===== config.mk =====
export PLATFORM = sky130hd
export DESIGN_NAME = rx_frame_ctrl
export DESIGN_NICKNAME = d
export VERILOG_FILES = /design/src/rtl/rx_frame_pkg.sv /design/src/rtl/rx_frame_buf.sv /design/src/rtl/rx_frame_ctrl.sv
export SDC_FILE = /design/constraint.sdc
export NUM_CORES = 1
export LEC_CHECK = 0
export CORE_AREA = 10 10 126 128
export CTS_BUF_LIST = sky130_fd_sc_hd__clkbuf_2
export DETAILED_ROUTE_END_ITERATION = 7
export DIE_AREA = 0 0 136 138
export GPL_ROUTABILITY_DRIVEN = 0
export HOLD_SLACK_MARGIN = 0.06
export PLACE_DENSITY = 0.88
export SLEW_MARGIN = 10
export SYNTH_ARGS = -nofsm -noshare
export SYNTH_HDL_FRONTEND = slang
export SYNTH_SLANG_ARGS = --single-unit

===== constraint.sdc =====
create_clock -name clk -period 3.1 [get_ports clk]
set_input_delay 0.62 -clock clk [delete_from_list [all_inputs] [get_ports clk]]
set_output_delay 0.62 -clock clk [all_outputs]
set_load 0.05 [all_outputs]

===== src/rtl/rx_frame_pkg.sv =====
// Shared definitions for the command-link receive framer: state encoding,
// framing constants and the LEN legality test also used by the tx-side framer.
package rx_frame_pkg;

    typedef enum logic [2:0] {
        HUNT     = 3'd0,
        GET_LEN  = 3'd1,
        GET_PLD  = 3'd2,
        GET_CRC  = 3'd3,
        WAIT_RES = 3'd4,
        DELIVER  = 3'd5
    } rx_state_e;

    localparam logic [7:0] SYNC_BYTE_DEF      = 8'hA5;
    localparam int         MAX_PAYLOAD_DEF    = 16;
    localparam int         TIMEOUT_CYCLES_DEF = 50000;
    localparam logic [7:0] LEN_MIN            = 8'd1;

    // LEN is judged on all 8 bits so that e.g. 8'h90 is not mistaken for 16.
    function automatic logic len_legal(input logic [7:0] len, input logic [7:0] max_len);
        return (len >= LEN_MIN) && (len <= max_len);
    endfunction

endpackage


===== src/rtl/rx_frame_buf.sv =====
// Payload buffer: DEPTH x 8 register array, synchronous write, asynchronous read.
module rx_frame_buf #(
    parameter int DEPTH = 16,
    parameter int IDX_W = 5
) (
    input  logic             clk,
    input  logic             we_i,
    input  logic [IDX_W-1:0] wr_idx_i,
    input  logic [7:0]       wr_data_i,
    input  logic [IDX_W-1:0] rd_idx_i,
    output logic [7:0]       rd_data_o
);

    localparam int AW = (DEPTH > 1) ? $clog2(DEPTH) : 1;

    logic [7:0] mem_q [DEPTH];
    logic       unused_hi;

    // Indices never exceed DEPTH-1, so only the low address bits select a row.
    assign unused_hi = ^{wr_idx_i[IDX_W-1:AW], rd_idx_i[IDX_W-1:AW]};

    // Store one payload byte per write strobe.
    always_ff @(posedge clk) begin
        if (we_i) begin
            mem_q[wr_idx_i[AW-1:0]] <= wr_data_i;
        end
    end

    assign rd_data_o = mem_q[rd_idx_i[AW-1:0]];

endmodule


===== src/rtl/rx_frame_ctrl.sv =====
// Receive frame controller: sync hunt, LEN/payload/CRC parsing, CRC checker
// sequencing, inter-byte timeout and gated payload release to the decoder.
module rx_frame_ctrl
    import rx_frame_pkg::*;
#(
    parameter logic [7:0] SYNC_BYTE      = SYNC_BYTE_DEF,
    parameter int          MAX_PAYLOAD    = MAX_PAYLOAD_DEF,
    parameter int          TIMEOUT_CYCLES = TIMEOUT_CYCLES_DEF
) (
    input  logic       clk,
    input  logic       reset,
    input  logic [7:0] i_byte,
    input  logic       i_byte_valid,
    output logic       o_crc_clear,
    output logic       o_crc_valid,
    output logic       o_crc_last,
    output logic [7:0] o_crc_data,
    input  logic       i_crc_done,
    input  logic       i_crc_match,
    output logic [7:0] o_pld_data,
    output logic       o_pld_valid,
    output logic       o_pld_last,
    input  logic       i_pld_ready,
    output logic       o_crc_err,
    output logic       o_len_err,
    output logic       o_timeout,
    output logic       o_overrun
);

    localparam int                IDX_W   = $clog2(MAX_PAYLOAD + 1);
    localparam int                CNT_W   = $clog2(TIMEOUT_CYCLES);
    localparam logic [7:0]        MAX_LEN = 8'(MAX_PAYLOAD);
    localparam logic [CNT_W-1:0]  TO_LAST = CNT_W'(TIMEOUT_CYCLES - 1);

    rx_state_e        state_q, state_d;
    logic [IDX_W-1:0] len_q, len_d;
    logic [IDX_W-1:0] wr_idx_q, wr_idx_d;
    logic [IDX_W-1:0] rd_idx_q, rd_idx_d;
    logic [IDX_W-1:0] last_idx;
    logic [CNT_W-1:0] cnt_q, cnt_d;
    logic             crc_valid_q, crc_valid_d;
    logic             crc_last_q, crc_last_d;
    logic [7:0]       crc_data_q, crc_data_d;
    logic             overrun_q, overrun_d;
    logic             buf_we;
    logic             byte_taken;
    logic             counting;
    logic             len_err, crc_err, timeout;
    logic [7:0]       rd_data;

    assign last_idx = len_q - IDX_W'(1);

    rx_frame_buf #(
        .DEPTH (MAX_PAYLOAD),
        .IDX_W (IDX_W)
    ) u_buf (
        .clk       (clk),
        .we_i      (buf_we),
        .wr_idx_i  (wr_idx_q),
        .wr_data_i (i_byte),
        .rd_idx_i  (rd_idx_q),
        .rd_data_o (rd_data)
    );

    // Next-state, CRC forwarding, buffer write and error pulse decisions.
    always_comb begin
        state_d    = state_q;
        len_d      = len_q;
        wr_idx_d   = wr_idx_q;
        rd_idx_d   = rd_idx_q;
        crc_valid_d = 1'b0;
        crc_last_d  = 1'b0;
        crc_data_d  = crc_data_q;
        overrun_d   = overrun_q;
        buf_we      = 1'b0;
        byte_taken  = 1'b0;
        len_err     = 1'b0;
        crc_err     = 1'b0;
        timeout     = 1'b0;
        counting    = (state_q inside {GET_LEN, GET_PLD, GET_CRC, WAIT_RES});

        // An expiring timer wins over a byte landing in the same cycle.
        if (counting && (cnt_q == TO_LAST)) begin
            timeout = 1'b1;
            state_d = HUNT;
        end else begin
            unique case (state_q)
                HUNT: begin
                    if (i_byte_valid && (i_byte == SYNC_BYTE)) begin
                        state_d = GET_LEN;
                    end
                end
                GET_LEN: begin
                    if (i_byte_valid) begin
                        byte_taken = 1'b1;
                        if (len_legal(i_byte, MAX_LEN)) begin
                            crc_valid_d = 1'b1;
                            crc_data_d  = i_byte;
                            len_d       = i_byte[IDX_W-1:0];
                            wr_idx_d    = '0;
                            state_d     = GET_PLD;
                        end else begin
                            len_err = 1'b1;
                            state_d = HUNT;
                        end
                    end
                end
                GET_PLD: begin
                    if (i_byte_valid) begin
                        byte_taken  = 1'b1;
                        crc_valid_d = 1'b1;
                        crc_data_d  = i_byte;
                        buf_we      = 1'b1;
                        wr_idx_d    = wr_idx_q + IDX_W'(1);
                        if (wr_idx_q == last_idx) begin
                            state_d = GET_CRC;
                        end
                    end
                end
                GET_CRC: begin
                    if (i_byte_valid) begin
                        byte_taken  = 1'b1;
                        crc_valid_d = 1'b1;
                        crc_last_d  = 1'b1;
                        crc_data_d  = i_byte;
                        state_d     = WAIT_RES;
                    end
                end
                WAIT_RES: begin
                    // The first WAIT_RES cycle carries the last-byte strobe; the
                    // checker cannot have a result for this frame yet.
                    if (i_crc_done && !crc_valid_q) begin
                        if (i_crc_match) begin
                            rd_idx_d = '0;
                            state_d  = DELIVER;
                        end else begin
                            crc_err = 1'b1;
                            state_d = HUNT;
                        end
                    end
                end
                DELIVER: begin
                    if (i_byte_valid) begin
                        overrun_d = 1'b1;
                    end
                    if (i_pld_ready) begin
                        if (rd_idx_q == last_idx) begin
                            state_d = HUNT;
                        end else begin
                            rd_idx_d = rd_idx_q + IDX_W'(1);
                        end
                    end
                end
                default: state_d = HUNT;
            endcase
        end

        if (!counting || byte_taken || (state_d != state_q)) begin
            cnt_d = '0;
        end else begin
            cnt_d = cnt_q + CNT_W'(1);
        end
    end

    // State, indices, timer and registered CRC forward path.
    always_ff @(posedge clk) begin
        if (reset) begin
            state_q     <= HUNT;
            len_q       <= '0;
            wr_idx_q    <= '0;
            rd_idx_q    <= '0;
            cnt_q       <= '0;
            crc_valid_q <= 1'b0;
            crc_last_q  <= 1'b0;
            crc_data_q  <= '0;
            overrun_q   <= 1'b0;
        end else begin
            state_q     <= state_d;
            len_q       <= len_d;
            wr_idx_q    <= wr_idx_d;
            rd_idx_q    <= rd_idx_d;
            cnt_q       <= cnt_d;
            crc_valid_q <= crc_valid_d;
            crc_last_q  <= crc_last_d;
            crc_data_q  <= crc_data_d;
            overrun_q   <= overrun_d;
        end
    end

    assign o_crc_clear = (state_q == HUNT);
    assign o_crc_valid = crc_valid_q;
    assign o_crc_last  = crc_last_q;
    assign o_crc_data  = crc_data_q;
    assign o_pld_valid = (state_q == DELIVER) && !reset;
    assign o_pld_last  = o_pld_valid && (rd_idx_q == last_idx);
    assign o_pld_data  = o_pld_valid ? rd_data : 8'h00;
    assign o_crc_err   = crc_err && !reset;
    assign o_len_err   = len_err && !reset;
    assign o_timeout   = timeout && !reset;
    assign o_overrun   = overrun_q;

endmodule


# [Yosys cells after proc, flatten, opt, wreduce, memory -nomap -nowiden]
# Memories as Yosys holds them, arrays and structs flattened. A register that Yosys moved wholly into a read port is not among the register bits.
# Cells that the tools add are included.
[word_totals] regBits=45 ram_bits=128 mem_count=1
[classes] addsub=4 n_lt_le_gt_ge=2 n_eq_ne=18 n_mux=47 n_bitwise=2 n_reduce_logical=29
[mem_list] memory="u_buf.mem_q" depth=16 word_bits=8 rd=1 rd_ports_with_merged_regs=1 wr=1 line="rx_frame_buf.sv:16" source="logic [7:0] mem_q [DEPTH];"
[ops] operator="$mux W5" n=7
[ops] operator="$mux W8" n=4
[ops] operator="$mux W3" n=10
[ops] operator="$pmux W5 S2" n=2
[ops] operator="$mux W1" n=18
[ops] operator="$pmux W3 S6" n=1
[ops] operator="$add A16 B1 Y16 const B" n=1
[ops] operator="$eq A16 B16 Y1 const B" n=1
[ops] operator="$pmux W8 S2" n=1
[ops] operator="$add A5 B1 Y5 const B" n=2
[ops] operator="$eq A5 B5 Y1" n=2
[ops] operator="$ne A2 B2 Y1 const B" n=5
[ops] operator="$reduce_and A5 Y1" n=2
[ops] operator="$logic_and A1 B1 Y1" n=9
[ops] operator="$eq A8 B8 Y1 const B" n=1
[ops] operator="$ge A8 B1 Y1 const B" n=1
[ops] operator="$le A8 B5 Y1 const B" n=1
[ops] operator="$mux W4" n=2
[ops] operator="$eq A3 B2 Y1 const B" n=2
[ops] operator="$eq A3 B3 Y1 const B" n=2
[ops] operator="$ne A2 B1 Y1 const B" n=3
[ops] operator="$reduce_and A6 Y1" n=1
[ops] operator="$reduce_bool A2 Y1" n=3
[ops] operator="$reduce_or A2 Y1" n=3
[ops] operator="13 further kinds" n=18

# [Longest topological paths before layout]
[logic_depth] depth_word=9 depth_mapped=9

# [Cells and area by module]
# Synthesis repeated with hierarchy kept, for this count alone.
[unflattened] cells_unflattened=532 hier_area_um2=7709.9
[modules_own_cells] mod="rx_frame_buf" instances=1 cells_per_inst=221 area_each_um2=4987.3 seq_area_each_um2=3843.7
[modules_own_cells] mod="rx_frame_ctrl" instances=1 cells_per_inst=311 area_each_um2=2722.6 seq_area_each_um2=900.9

# [Worst setup path after synthesis]
# No wires, ideal clock.
[synth_timing] path_type="input-to-output" start="in i_byte[0]" end="out o_len_err" arrival_time_ns=2.249 required_ns=2.480 setup_slack_ns=0.231 cell_stages=5 path_cell_list="nor4_1 > xnor2_1 > nand2_1 > nand2_1 > nor3_1"
[synth_via] elab_chain_len=7 elab_cells_between_ends=8 cone_classes="order compare: 2; mux: 4; reduce/logical: 2"
[synth_lines] element="start: declaration" line="rx_frame_ctrl.sv:12" source="input logic [7:0] i_byte,"
[synth_lines] element="$ge A8 B1 Y1 or $le A8 B5 Y1 (tied branches)" line="rx_frame_pkg.sv:21" source="return (len >= LEN_MIN) && (len <= max_len);"
[synth_lines] element="$logic_and A1 B1 Y1 *" line="rx_frame_pkg.sv:21"
[synth_lines] element="$mux W1 *" line="rx_frame_ctrl.sv:96" source="if (len_legal(i_byte, MAX_LEN)) begin"
[synth_lines] element="$mux W1 *" line="rx_frame_ctrl.sv:94" source="if (i_byte_valid) begin"
[synth_lines] element="$mux W1 *" line="rx_frame_ctrl.sv:87" source="unique case (state_q)"
[synth_lines] element="$mux W1 *" line="rx_frame_ctrl.sv:83" source="if (counting && (cnt_q == TO_LAST)) begin"
[synth_lines] element="$logic_and A1 B1 Y1 *" line="rx_frame_ctrl.sv:198" source="assign o_len_err = len_err && !reset;"
[synth_lines] element="end: declaration" line="rx_frame_ctrl.sv:25" source="output logic o_len_err,"
# Mark *: on every way between the ends. The rest lies on a longest branch, timed or not.

==> impl_metrics.yaml <==
floorplan:
  start_util_pct: 58.5
  io_pins: 39
  coreArea_sq_um: 13500
  fp.dieArea_sq_um: 18800
  rows: 43
  die_w_um: 136
  die_y_um: 138
routing:
  vias: 5134
  firstDrtPassIters: 5
  wl_per_cell_um: 22.6
  antenna_left: 0
  drc: 0
  finalWirelength_mm: 18.7
  via_per_inst: 6.21
  first_iter_violations: 596
power_and_ir_drop:
  ir_worst_vdd_mv: 0.164
  power.leakage_nw: 3.00
  p_comb_share_pct: 2.4
  p_clk_share_pct: 29.2
  intPower_mw: 2.86
  seqPwrFrac_pct: 68.4
  swShare_pct: 22.8
  power.density_nw_per_um2: 395
  switchingPower_mw: 0.843
setup_path:
  crit_required_ns: 2.48
  path_class: "register to output port"
  rrSetupSlack_ns: 0.47
  cp-start-kind: "register"
  path_max_fanout: 8
  endpoint_kind: "output port"
  worstPathArrival_ns: 2.81
clocking:
  clkSinkCount: 177
  htreeDepth: 4
  clk-insertion-delay-late_ns: 0.77
  cts_hold_buf: 0
  cts.path.max_buffers: 2
  cts_made_buffers: 17
  cts-root-buf: "clkbuf_2"
  clkTransAtPathRegs_ns: 0.22
  cts_tree: "built"
timing:
  rsz0062_at_grt: "true"
  clock.fmax_mhz: 292
  setup_viol: 8
  layout_setup_ws_ns: -0.326
  final.min_clock_period_ns: 3.43
  period_share_pct: 111
  slew_violations: 0
  setup_tns_ns: -2.26
  worst_pin_slew_ns: 0.822
  max_slew_margin_pct: 45.2
  fin_skew_ns: 0.0302
  hold_violations: 0
cells_and_area:
  final_nets: 655
  area_growth_pct: 18.5
  drive_above_1_share_pct: 28.1
  fillers: 882
  utilization_pct: 69.3
  diodes: 0
yosys:
  synth_seq_cells: 177
  synth_cell_type_count: 57
  post_synth_instance_area_sq_um: 7900
  synth_top_family_by_area: "multiplexers"
  synth-compound-area-share_pct: 4.02
  synthSimpleGateAreaFrac_pct: 13.7
  synth_top_cell_area_share_pct: 48.7
  synthAdderAreaFrac_pct: 1.11
  synth-xor-area-share_pct: 3.29
  yosys_warnings: 0
  ys_seq_area_share_pct: 61.1
  synthArstFlopShare_pct: 0
  synth_edf_count: 128
  synth_top_flop_cell: "edfxtp_1"
  synth.area.mux_share_pct: 14.6
  synth_cells: 555
  syn_nets: 576
  ys_top_cells_by_area: "edfxtp_1, dfxtp_1, mux4_2"
  synth_top_cell_by_area: "edfxtp_1"
  avgSynthCellArea_sq_um: 14.2
global_route:
  grt.overflow.total: 0
  antenna_found_initial: 0
  grt_pass1_vias: 5184
  grt_first_pass_wirelength_mm: 28.6
  grt_max_degree: 33
  track_usage_pct: 19.8
placed_design:
  dpl.hpwl_mm: 12.3
  numPortBuffers: 38
worst_hold_path:
  holdCritPathClass: "register to register"
run_status:
  status: "finished with violations"
  violations: "setup timing"
job:
  max-cap-violations: 0
cells by family after synthesis:
group                    after synthesis
AND/OR/NAND/NOR                      197
flip-flops                           177
multiplexers                          65
AO/OA/AOI/OAI                         41
buffers and inverters                 40
XOR/XNOR                              28
adder cells (fa/ha/maj)                7
stage by stage:
stage / hold slack (ns) / cell area [sq um] / setup WS, ns / total power, mW / instances
global placement: 0.444 / 8840 / 0.163 / 2.66 / 785
global route: 0.522 / 9360 / -0.434 / 3.82 / 827
detailed placement: 0.466 / 8840 / 0.222 / 2.67 / 785
floorplan: 0.458 / 7900 / 0.231 / 2.60 / 555
finish: 0.491 / 9360 / -0.326 / 3.70 / 827
CTS: 0.499 / 9250 / -0.368 / 3.71 / 824
cell type report:
| class | count | area [sq um] | area share, % |
|---|---|---|---|
| Multi-Input combinational cell | 338 | 3080 | 32.9 |
| Inverter | 12 | 45.0 | 0.481 |
| Tap cell | 180 | 225 | 2.41 |
| Clock inverter | 13 | 116 | 1.24 |
| Sequential cell | 177 | 4850 | 51.8 |
| Timing Repair Buffer | 88 | 956 | 10.2 |
| Clock buffer | 19 | 95.1 | 1.02 |
path summary, 6_finish.rpt:
path | startpoint | end | cells after the start
max | register | o_pld_data[2] | 5
min | o_overrun | o_overrun | 2
max reg2reg | state_q[1] | u_buf.mem_q[0][1] | 8
min reg2reg | o_overrun | o_overrun | 2
cell usage in the layout (no fill, tap or decap), types with 4 or more instances in the layout:
cell,instances
nor2_1,49
xnor2_1,17
nand2_1,20
nor4_1,6
clkinv_2,4
a21oi_1,7
clkbuf_2,19
nand3_1,17
o21ai_1,7
edfxtp_1,128
nand3b_1,17
mux4_2,40
inv_1,10
and3_1,4
dfxtp_2,6
nand2b_1,10
ha_1,5
xor2_1,8
nor3_1,15
mux2i_1,24
buf_4,43
clkdlybuf4s50_1,24
dfxtp_1,39
nand4_1,21
clkinv_4,5
buf_12,15
a31oi_1,4
dfxtp_4,4
nor2b_1,7
sequential cells by signal (all words and copies together) (netlist names), named ones only:
signal	cells
o_crc_data	8
state_q	3
cnt_q	16
o_crc_last	1
rd_idx_q	5
wr_idx_q	5
o_crc_valid	1
o_overrun	1
u_buf.mem_q	128
len_q	5
worst max-delay path: stages, from the launching register on:
cell     delay (ns)
dfxtp_4        0.50
buf_12         0.17
mux4_2         0.55
mux4_2         0.52
nor2b_4        0.16
buf_12         0.15
layer usage:
layer	global-route usage (%)	part of all wire, %	up-vias
met1	23.0	38	2555
met4	7.46	2.6	0
met5	0	0	-
met3	4.57	5.8	52
met2	34.5	53	226
li1	-	-	2301
cell usage after synthesis (2+ instances only):
cell type / instances
clkbuf_1: 16
xnor2_2: 2
xnor2_1: 17
buf_2: 9
a21oi_1: 7
dfxtp_1: 49
nor4bb_1: 2
nor3_1: 17
o21ai_1: 7
buf_1: 2
nor2_1: 50
nor4_1: 6
nand4_1: 21
a31oi_1: 4
ha_1: 7
nor3b_1: 3
nand3_1: 17
xor2_1: 9
o21ai_0: 2
and3_1: 6
inv_1: 12
nor4b_1: 2
nor2b_1: 11
o2bb2ai_1: 2
nand3b_1: 17
nor2_2: 3
nand4b_1: 3
o21ai_2: 2
mux4_2: 40
edfxtp_1: 128
a311oi_1: 2
a41oi_1: 3
nand2b_1: 11
mux2i_1: 24
nand2_1: 20
power by group through the flow:
stage | Clock, mW | Combinational (mW) | Sequential, mW
after global placement | 0 | 0.0794 | 2.58
after global routing | 1.19 | 0.0960 | 2.53
after CTS | 1.09 | 0.0864 | 2.53
final | 1.08 | 0.0905 | 2.53
after detailed placement | 0 | 0.0840 | 2.58
after floorplan | 0 | 0.0170 | 2.58
timing repair:
action / CTS / global route
setup buffers: 6 / 3
cloned: 1 / 0
resized for setup: 30 / 24
pin swaps: 1 / 3
setup endpoints to repair: 13 / 13
Power figures use the tool's default switching activity.
==> variant 1: new RTL, same flow settings <==
Compare `cnt_q` against `TO_LAST` with >= in place of ==.
--- a/src/rtl/rx_frame_ctrl.sv
+++ b/src/rtl/rx_frame_ctrl.sv
@@ -80,7 +80,7 @@
         counting    = (state_q inside {GET_LEN, GET_PLD, GET_CRC, WAIT_RES});
 
         // An expiring timer wins over a byte landing in the same cycle.
-        if (counting && (cnt_q == TO_LAST)) begin
+        if (counting && (cnt_q >= TO_LAST)) begin
             timeout = 1'b1;
             state_d = HUNT;
         end else begin
Behaviour: same outputs for any inputs over 10 cycles, from zero or initial values and one cycle with reset high; that may be too few to reach the edited logic, so the function may still have changed.
==> variant 1 against the unedited design <==
Largest cell class unchanged; area after synthesis fell by 2.2%; utilization fell by 0.31 points; non-clock buffer count rose by 10; the run still ends with negative setup slack left; sequential cell count did not move; first-iteration DRC count fell by 5.7%; synthesized cell count fell by 3.8%; final area fell by 0.44%; count of clock-buffer cells in the layout rose by 1; setup slack improved by 0.054 ns; critical path depth did not move; wire length fell by 1.3%; total power rose by 1.0%.
==> variant 1: results (changes against the unedited design) <==
syn_inst: 534  # was 555
n_fill_cell: 876  # was 882
hold_slack_ns: 0.5089  # was 0.4906 ns
critical_path_arrival_ns: 2.75  # was 2.81 ns
hp-class: "flip-flop to flip-flop"  # unchanged
r2r_start: "len_q[2]"  # was state_q[1]
drtIter0Drc: 562  # was 596
criticalPathCategory: "flip-flop to primary output"  # unchanged
drive_gt1_frac: 0.2886  # was 0.2813
worst_slew_pin_slew_ns: 0.6365  # was 0.8220 ns
dp_cells: 764  # was 785
fin_cells: 814  # was 827
cts_root_buffer: "clkbuf_2"  # unchanged
reg2regPathDepth: 6  # was 8
synth_area_leaders: "edfxtp_1 50%, dfxtp_1 13%, mux4_2 12%, mux2i_1 2.2%, xnor2_1 2.0%"  # was edfxtp_1 49%, dfxtp_1 12%, mux4_2 11%, mux2i_1 3.0%, nor2_1 2.4%
synth-adder-area-share: 0.01134  # was 0.01109
nNetsFinal: 642  # was 655
violations: "negative setup slack"  # unchanged
gr-usage-met3: 0.04275  # was 0.04565
min_from: "o_overrun"  # unchanged
dpl_cell_area_mm2: 0.008718  # was 0.008838 mm²
fin_skew_ns: 0.03550  # was 0.03018 ns
drtPass1Iterations: 5  # unchanged
gr-usage-met2: 0.3388  # was 0.3452
cts_buffers: 17  # unchanged
grt.met1_usage: 0.2326  # was 0.2303
synth_compound_area_frac: 0.03758  # was 0.04023
syn_nets: 555  # was 576
grt_max_degree: 33  # unchanged
worst_slack_ns: -0.2726  # was -0.3265 ns
synthArstFlopShare: 0  # unchanged
grt_pass1_wl_um: 28340  # was 28610 µm
status: "finished with violations"  # unchanged
vdd_ir_drop_max_mv: 0.1815  # was 0.1635 mV
setup_viol: 8  # unchanged
synth_ff_type: "edfxtp_1"  # unchanged
tns_ns: -2.047  # was -2.261 ns
regToRegSetupSlack_ns: 0.67  # was 0.47 ns
hpwl_um: 11980  # was 12260 µm
cts.reportedPaths.clkPinSlew_ns: 0.22  # about the same
synthTopCellsByCount: "128 x edfxtp_1, 49 x dfxtp_1, 40 x mux4_2, 40 x nor2_1, 23 x nand2_1"  # was 128 x edfxtp_1, 50 x nor2_1, 49 x dfxtp_1, 40 x mux4_2, 24 x mux2i_1
synthXorXnorAreaFrac: 0.04033  # was 0.03294
ys_seq_area_frac: 0.6246  # was 0.6107
leakagePower_nw: 3.071  # was 3.001 nW
grt_pass1_vias: 4994  # was 5184
largest_reg_flops: 128  # unchanged
synth_cell_types: 53  # was 57
clkLatencyLatePin_ns: 0.77  # about the same
grtUsageTotal: 0.1977  # was 0.1980
endpoint: "o_pld_data[2]"  # unchanged
synthMuxAreaShare: 0.1386  # was 0.1462
cp_max_fo: 7  # was 8
via_per_inst: 6.075  # was 6.208
wire_per_inst_um: 22.64  # was 22.59 µm
==> variant 1: cell types whose count changed after synthesis, sizes merged, moves of 5 or more <==
cell and delta:
nand2b -7, o21ai +7, xor2 +6, nor2 -13
mux2i -8, nand4 -5, or3 +6
==> variant 1: per-layer routing <==
metal	vias up	wire length, µm
li1	2217	-
met1	2436	6794
met2	239	9715
met3	53	1334
met4	0	585
met5	-	0
==> variant 1: power by group <==
group | leakage (nW) | switching [W] | internal, W | total (W)
clock | 0.134 | 0.000754 | 0.000368 | 0.00112
combinational | 1.39 | 0.0000542 | 0.0000337 | 0.0000878
sequential | 1.55 | 0.000000136 | 0.00253 | 0.00253
==> variant 1: what timing repair did <==
item / CTS / global route
gates resized for setup: 30 / 20
hold endpoints to repair: 0 / 0
buffers inserted: 6 / 11
pin swaps: 0 / 7
endpoints found under the setup margin: 14 / 12
gates cloned: 2 / 0
==> variant 1: worst max-delay path, stage by stage (launching register included) <==
cell	delay, ns
dfxtp_4	0.50
buf_12	0.16
mux4_2	0.53
mux4_2	0.48
nor2b_1	0.18
buf_12	0.16
==> variant 1: metrics by stage <==
stage / util / setup slack (ns)
after CTS: 0.6783 / -0.3673
after detailed placement: 0.6456 / 0.1873
after floorplan: - / -0.1318
after global routing: 0.6902 / -0.3709
after global placement: 0.6456 / 0.2177
final: 0.6902 / -0.2726
==> variant 1: logic make-up after synthesis <==
family / after synthesis
xor+xnor: 34
mux: 57
flops: 177
compound gates: 43
fa+ha+maj: 7
simple gates: 175
buf+inv: 41
==> variant 1: layout make-up <==
class                   instances  area [µm²]  area share
multi-input cells             316        2937      0.3151
inverters                      11       41.29    0.004430
well taps                     180       225.2     0.02416
repair buffers                 98        1056      0.1133
clock inverters                12       117.6     0.01262
clock buffers                  20       100.1     0.01074
flip-flops and latches        177        4843      0.5197
==> variant 2: new RTL, same flow settings <==
Made on the original files. `TIMEOUT_CYCLES_DEF`: 50000 -> 200000.
--- a/src/rtl/rx_frame_pkg.sv
+++ b/src/rtl/rx_frame_pkg.sv
@@ -13,7 +13,7 @@
 
     localparam logic [7:0] SYNC_BYTE_DEF      = 8'hA5;
     localparam int         MAX_PAYLOAD_DEF    = 16;
-    localparam int         TIMEOUT_CYCLES_DEF = 50000;
+    localparam int         TIMEOUT_CYCLES_DEF = 200000;
     localparam logic [7:0] LEN_MIN            = 8'd1;
 
     // LEN is judged on all 8 bits so that e.g. 8'h90 is not mistaken for 16.
Formal check against the unedited RTL: same outputs for any inputs over 4 cycles, from zero or initial values and one cycle with reset high; that may be too few to reach the edited logic, so the function may still have changed.
==> variant 2 against the unedited design <==
The flow still finishes with violations (negative setup slack); area after synthesis decreased by 4.3%; setup slack improved by 0.051 ns; synthesized cell count decreased by 8.6%; maximum frequency increased by 1.5%; final area decreased by 4.3%; combinational power decreased by 8.7%; total power increased by 4.1%; wire length decreased by 12%; sequential cell count increased by 2; cell count decreased by 5.4%; critical endpoint unchanged; largest cell class unchanged.
==> variant 2: results (changes against the unedited design) <==
wl_met2_um: 8488  # was 9962 µm
regToRegSetupSlack_ns: 0.34  # was 0.47 ns
bufAreaShareNonClock: 0.1083  # was 0.1021
worst_slack_ns: -0.2756  # was -0.3265 ns
worst_slew_pin_slew_ns: 0.6426  # was 0.8220 ns
utilization: 0.6636  # was 0.6932
cts.repair.resized: 17  # was 30
drtPass1Iterations: 6  # was 5
grt_pass1_wl_um: 26360  # was 28610 µm
grt.met1_usage: 0.2155  # was 0.2303
multi_input_gates: 291  # was 338
reg2regPathDepth: 12  # was 8
synthTopCellsByCount: "128 x edfxtp_1, 51 x dfxtp_1, 51 x nor2_1, 40 x mux4_2, 23 x nor3_1"  # was 128 x edfxtp_1, 50 x nor2_1, 49 x dfxtp_1, 40 x mux4_2, 24 x mux2i_1
leakagePower_nw: 2.903  # was 3.001 nW
clkLatencyLatePin_ns: 0.72  # was 0.77 ns
antennaDiodeCount: 1  # was 0
cpPeakStageDelay_ns: 0.50  # was 0.55 ns
antenna_found_initial: 1  # was 0
synthXorXnorAreaFrac: 0.04036  # was 0.03294
r2r_start: "len_q[0]"  # was state_q[1]
place_ws_ns: 0.1311  # was 0.2220 ns
n_fill_cell: 902  # was 882
hold_slack_ns: 0.5209  # was 0.4906 ns
largest_reg_flops: 128  # unchanged
avgSynthCellArea_um2: 14.92  # was 14.23 µm²
status: "finished with violations"  # unchanged
violations: "negative setup slack"  # unchanged
clock_area_frac: 0.02806  # was 0.02259
sw_frac_of_total: 0.2120  # was 0.2279
nNetsFinal: 609  # was 655
via_per_inst: 5.946  # was 6.208
synth_compound_area_frac: 0.02779  # was 0.04023
tns_ns: -2.519  # was -2.261 ns
cts.sinks: 179  # was 177
p_seq_frac: 0.664  # was 0.684
drive_gt1_frac: 0.2829  # was 0.2813
met1_length_um: 6420  # was 7138 µm
fin_skew_ns: 0.02171  # was 0.03018 ns
setup_viol: 11  # was 8
synthMuxAreaShare: 0.1350  # was 0.1462
synth-adder-area-share: 0.01158  # was 0.01109
seq_share: 0.5445  # was 0.5178
multi_input_area_share: 0.2886  # was 0.3287
cts.reportedPaths.clkPinSlew_ns: 0.22  # about the same
wl_um: 16500  # was 18680 µm
nClkBuffers: 18  # was 19
hpwl_um: 11220  # was 12260 µm
grt_pass1_vias: 4761  # was 5184
gr-usage-met3: 0.05870  # was 0.04565
ys_seq_area_frac: 0.6432  # was 0.6107
p_comb_w: 0.0000826  # was 0.0000905 W
syn_nets: 528  # was 576
dp_cells: 741  # was 785
gr-usage-met2: 0.3025  # was 0.3452
reg2reg_to: "cnt_q[14]"  # was u_buf.mem_q[0][1]
drtIter0Drc: 410  # was 596
buffers: 87  # was 88
post-cts-setup-buffer-count: 3  # was 6
==> variant 2: changes by cell type in the layout (fill, tap and decap cells not counted), moves of 4 or more <==
| cell | change |
|---|---|
| nand4_1 | -11 |
| nand3b_1 | -16 |
| nor2b_1 | +6 |
| xor2_1 | +8 |
| o21ai_1 | -7 |
| nor3_1 | +8 |
| nor3_2 | +8 |
| nand3_1 | -5 |
| dfxtp_1 | +4 |
| or3_1 | +5 |
| nand2b_1 | -7 |
| mux2i_1 | -12 |
==> variant 2: worst max-delay path by stage <==
stage                       from            end  slack (ns)
floorplan              flip-flop  o_pld_data[0]        0.12
global placement       i_byte[0]      o_len_err        0.19
detailed placement  i_byte_valid      cnt_q[14]        0.13
CTS                    flip-flop  o_pld_data[3]       -0.35
global route          state_q[2]      o_len_err       -0.43
finish                 flip-flop  o_pld_data[2]       -0.28
==> variant 2: tightest hold or removal path, stage by stage, from the launching register on <==
cell,delay [ns]
dfxtp_1,0.39
a21oi_1,0.05
nor2_1,0.07
